$ cat src/rtl/sr_jk_ff_bank.sv
// Bank of WIDTH synchronous flip-flops running as SR, JK, D or T, with forbidden-SR detection.
// Optional macro SR_SET_DOMINANT_EN makes S=R=1 in SR mode set the bit instead of holding it.
module sr_jk_ff_bank #(
  parameter int WIDTH = 8,
  parameter int CNT_W = 8
) (
  input  logic             clk,
  input  logic             rst,
  input  logic             en,
  input  logic [1:0]       mode,
  input  logic [WIDTH-1:0] s,
  input  logic [WIDTH-1:0] r,
  input  logic             clr_cnt,
  output logic [WIDTH-1:0] q,
  output logic [WIDTH-1:0] qbar,
  output logic             illegal,
  output logic [WIDTH-1:0] illegal_mask,
  output logic [CNT_W-1:0] illegal_cnt
);

  localparam logic [CNT_W-1:0] CNT_MAX = {CNT_W{1'b1}};

  logic [WIDTH-1:0] next_q;
  logic [WIDTH-1:0] hit;

  always_comb begin
    next_q = q;
    case (mode)
`ifdef SR_SET_DOMINANT_EN
      2'b00: next_q = s | (q & ~r);
`else
      2'b00: next_q = (s & ~r) | (q & ~(s ^ r));
`endif
      2'b01: next_q = (s & ~q) | (~r & q);
      2'b10: next_q = s;
      2'b11: next_q = q ^ s;
      default: next_q = q;
    endcase
  end

  assign hit  = (mode == 2'b00) ? (s & r) : '0;
  assign qbar = ~q;

  always_ff @(posedge clk) begin
    if (rst) begin
      q            <= '0;
      illegal      <= 1'b0;
      illegal_mask <= '0;
    end else if (en) begin
      q            <= next_q;
      illegal      <= |hit;
      illegal_mask <= hit;
    end else begin
      illegal      <= 1'b0;
      illegal_mask <= '0;
    end
  end

  // Counts each edge that registers illegal=1; clear beats a same-edge increment.
  always_ff @(posedge clk) begin
    if (rst || clr_cnt) begin
      illegal_cnt <= '0;
    end else if (en && (|hit) && (illegal_cnt != CNT_MAX)) begin
      illegal_cnt <= illegal_cnt + CNT_W'(1);
    end
  end

endmodule

$ cat config.mk
export PLATFORM = sky130hd
export DESIGN_NAME = sr_jk_ff_bank
export DESIGN_NICKNAME = d
export VERILOG_FILES = /design/src/rtl/sr_jk_ff_bank.sv
export SDC_FILE = /design/constraint.sdc
export NUM_CORES = 1
export LEC_CHECK = 0
export CAP_MARGIN = 20
export CORE_UTILIZATION = 47
export CTS_BUF_LIST = sky130_fd_sc_hd__clkbuf_4
export DETAILED_ROUTE_END_ITERATION = 16
export PLACE_DENSITY_LB_ADDON = 0.25
export SLEW_MARGIN = 20
export SYNTH_ARGS = -nofsm -noshare
export SYNTH_HDL_FRONTEND = slang
export SYNTH_SLANG_ARGS = --single-unit
$ cat constraint.sdc
create_clock -name clk -period 2.4 [get_ports clk]
set_input_delay 0.6 -clock clk [delete_from_list [all_inputs] [get_ports clk]]
set_output_delay 0.6 -clock clk [all_outputs]
set_load 0.03 [all_outputs]
==> run metrics <==
Pleak=0.971 nW; largest net degree at the start of global routing=19; Fin. Hold Viols=0; drt drc=0; simple-gate area share of the yosys netlist=0.201; adder and majority gate portion of the synthesized area=0.133; PD cells=about 390 nW/um2; DIE WIDTH=60.4 um; Max IR drop VDD=0.254 mV; Total Routing Usage GR=0.233; CP Buf/Inv Count=2; Slew HR=0.766; HPWL Detailed=3050 um; CTS Buf Count=3; drt pass-1 iters=4; port bufs=54; CTS root buf=clkbuf_4; Initial Utilization=0.508; Crit-path slowest cell=or4_1; fin crit period=approximately 2.2 ns; Post-CTS Hold Fix Bufs=0; Syn Inst Count=roughly 190; kind of critical path=input port to flop; crit end category=flop; register area share after synthesis=0.312; antenna violations before repair=0; clock buffer depth=2; Final Wtd Congestion=0.801; synth top area cells=dfxtp_1 31%, ha_1 13%, mux2i_1 7.5%; clock sinks=25; EDFF count, synth=0; Reg area=between 500 and 600 um2; compound-gate portion of the synthesized area=0.199; # Max-Cap Violations=0; clk_lat worst skew=between 0.3 and 0.4 ns; peak fanout along the critical path=12; fin crit share=0.926; Crit path required time=roughly 2.7 ns; first-pass GRT wire length=about 6500 um; worst hold path class=flop to flop; Die ar.=3650 um2; area occupied by multi-input gates=around 970 um2; number of global-route vias before repair=between 1500 and 2000; Syn Area/Cell=roughly 8.5 um2; Ports=between 50 and 60; Synth top area share=0.312; CP arrival=2.47 ns; GRT Residual Overflow=0; Final Slew Violations=0; final WL=~3900 um; H-Tree Depth=1; max incr delay on CP=roughly 0.54 ns; fill count=around 260; share of cells above drive strength 1=0.126; largest family of logic cells by synthesized area=simple AND/OR/NAND/NOR gates; Fin Clk Skew=between 0.001 and 0.0015 ns; top-count cell post-synth=dfxtp_1; top cells by count, synth=25 x dfxtp_1, 20 x inv_1, 17 x ha_1, 16 x a21oi_1; total number of vias=between 1500 and 2000; unrepaired setup endpoints after global routing=no; final setup violation count=0; status=finished clean; Syn. warnings=0; Seq cells post-synth=25; total power=about 0.92 mW; Main synth FF type=dfxtp_1; Critical Path, Cell by Cell=clkdlybuf4s50_1 -> ha_1 -> nor4_1 -> buf_4 -> a21o_1 -> or4_1 -> a21oi_1; initial DRC count=58; syn nets=around 230; TritonCTS clock tree=yes; # diodes=0; Post-CTS Repair Setup Buffers=0; Die H=about 60 um; startpoint types=input port; Finished Cell Area=around 2400 um2; biggest area consumer among synthesized cells=dfxtp_1; nets@finish=302; row count=20; clock-pin slew on the worst setup and hold paths=~0.14 ns; post-CTS sizing=0; Area growth, synth to finish=47.8%; post-route ant nets=0; Synth async-reset ratio=0; dpl cell area=around 2300 um2; multiplexer area fraction after synthesis=0.0749; vias per cell=around 5.4; Synth Cell Area=between 1500 and 2000 um2; CP top delay family=buffers and inverters; Worst-Margin Slew=~0.35 ns; Max Clock Freq=0.450 GHz; core area=around 3200 um2; post-synth cell types=34; post-synthesis xor/xnor area fraction=0; Routed WL per cell=between 10 and 15 um
-- sequential cells by signal, summed over array words and instances (netlist names) --
signal        count
q                 8
illegal_mask      8
illegal_cnt       8
illegal           1
-- through the flow --
step | util | cells | hold WS, ns | TNS (ns) | worst slack [ns]
after global placement | 0.742 | 302 | 0.479 | -0.437 | -0.0940
after detailed placement | 0.742 | 302 | 0.496 | -0.748 | -0.139
final | 0.751 | 306 | 0.507 | 0 | 0.177
after global routing | 0.751 | 306 | 0.540 | 0 | 0.0930
after floorplan | - | 189 | 0.610 | 0 | 0.375
after CTS | 0.751 | 306 | 0.514 | 0 | 0.188
-- worst reg2reg max path, delay by kind of cell (launching register included) --
| family | cells | cell delay, ns |
|---|---|---|
| compound gates | 1 | 0.15 |
| fa+ha+maj | 1 | 0.27 |
| flops | 1 | 0.37 |
| simple gates | 3 | 0.97 |
-- cell usage in the layout (no fill, tap or decap) --
cell type        netlist  layout
or2_2                  2       2
a21o_1                 1       1
or3b_4                 1       1
nand2b_1               6       6
o21a_1                 1       1
or3_1                  1       1
ha_1                  17      17
buf_4                  0      26
and2_1                 9       9
inv_1                 20      20
a21oi_1               16      16
and4_1                 1       1
nor3_1                 1       1
nor3b_1                6       6
or4_1                  3       3
nand3_1                6       6
a32oi_1                2       2
o41ai_1                1       1
mux2i_1               12      12
clkinv_2               0       1
o31ai_1                3       3
o2111a_1               2       2
nor2_1                 4       4
dfxtp_1               25      25
nor4_1                 3       3
o21ai_0               12      12
clkbuf_4               0       3
nand2_1               11      11
a211oi_1               2       2
o311ai_0               1       1
and3_1                 2       2
a41oi_1                1       1
clkdlybuf4s50_1        0      54
a221o_1                6       6
-- report_power, final --
group	internal, mW	leakage [nW]	total [mW]	switching [mW]
sequential	0.429	0.203	0.446	0.0174
combinational	0.148	0.750	0.291	0.143
clock	0.0621	0.0177	0.187	0.125
total	0.639	0.971	0.925	0.286
-- metal layers --
| metal | vias to the layer above | share of wire | GRT usage |
|---|---|---|---|
| met5 | - | 0 | 0 |
| li1 | 820 | - | - |
| met2 | 50 | 0.49 | 0.408 |
| met3 | 2 | 0.046 | 0.0320 |
| met1 | 771 | 0.46 | 0.298 |
| met4 | 0 | 0.0062 | 0.0664 |
-- worst paths after layout --
kind | from | end | slack (ns) | cells after the start
setup / recovery | r[4] | illegal_cnt[4] | 0.18 | 7
hold / removal | illegal_cnt[5] | illegal_cnt[5] | 0.51 | 2
setup reg to reg | illegal_cnt[0] | illegal_cnt[4] | 0.58 | 5
hold reg to reg | illegal_cnt[5] | illegal_cnt[5] | 0.51 | 2
-- cell type report --
type	instances	share of cell area
Clock buffer	3	0.00951
Tap cell	44	0.0232
Sequential cell	25	0.211
Clock inverter	1	0.00211
Inverter	20	0.0317
Timing Repair Buffer	80	0.311
Multi-Input combinational cell	133	0.412
-- kinds of logic (layout without fill, tap and decap cells) --
logic type	Yosys count	count (layout)
mux	12	12
compound gates	48	48
simple gates	56	56
buf+inv	31	104
fa+ha+maj	17	17
flops	25	25
Power figures use the tool's default switching activity.
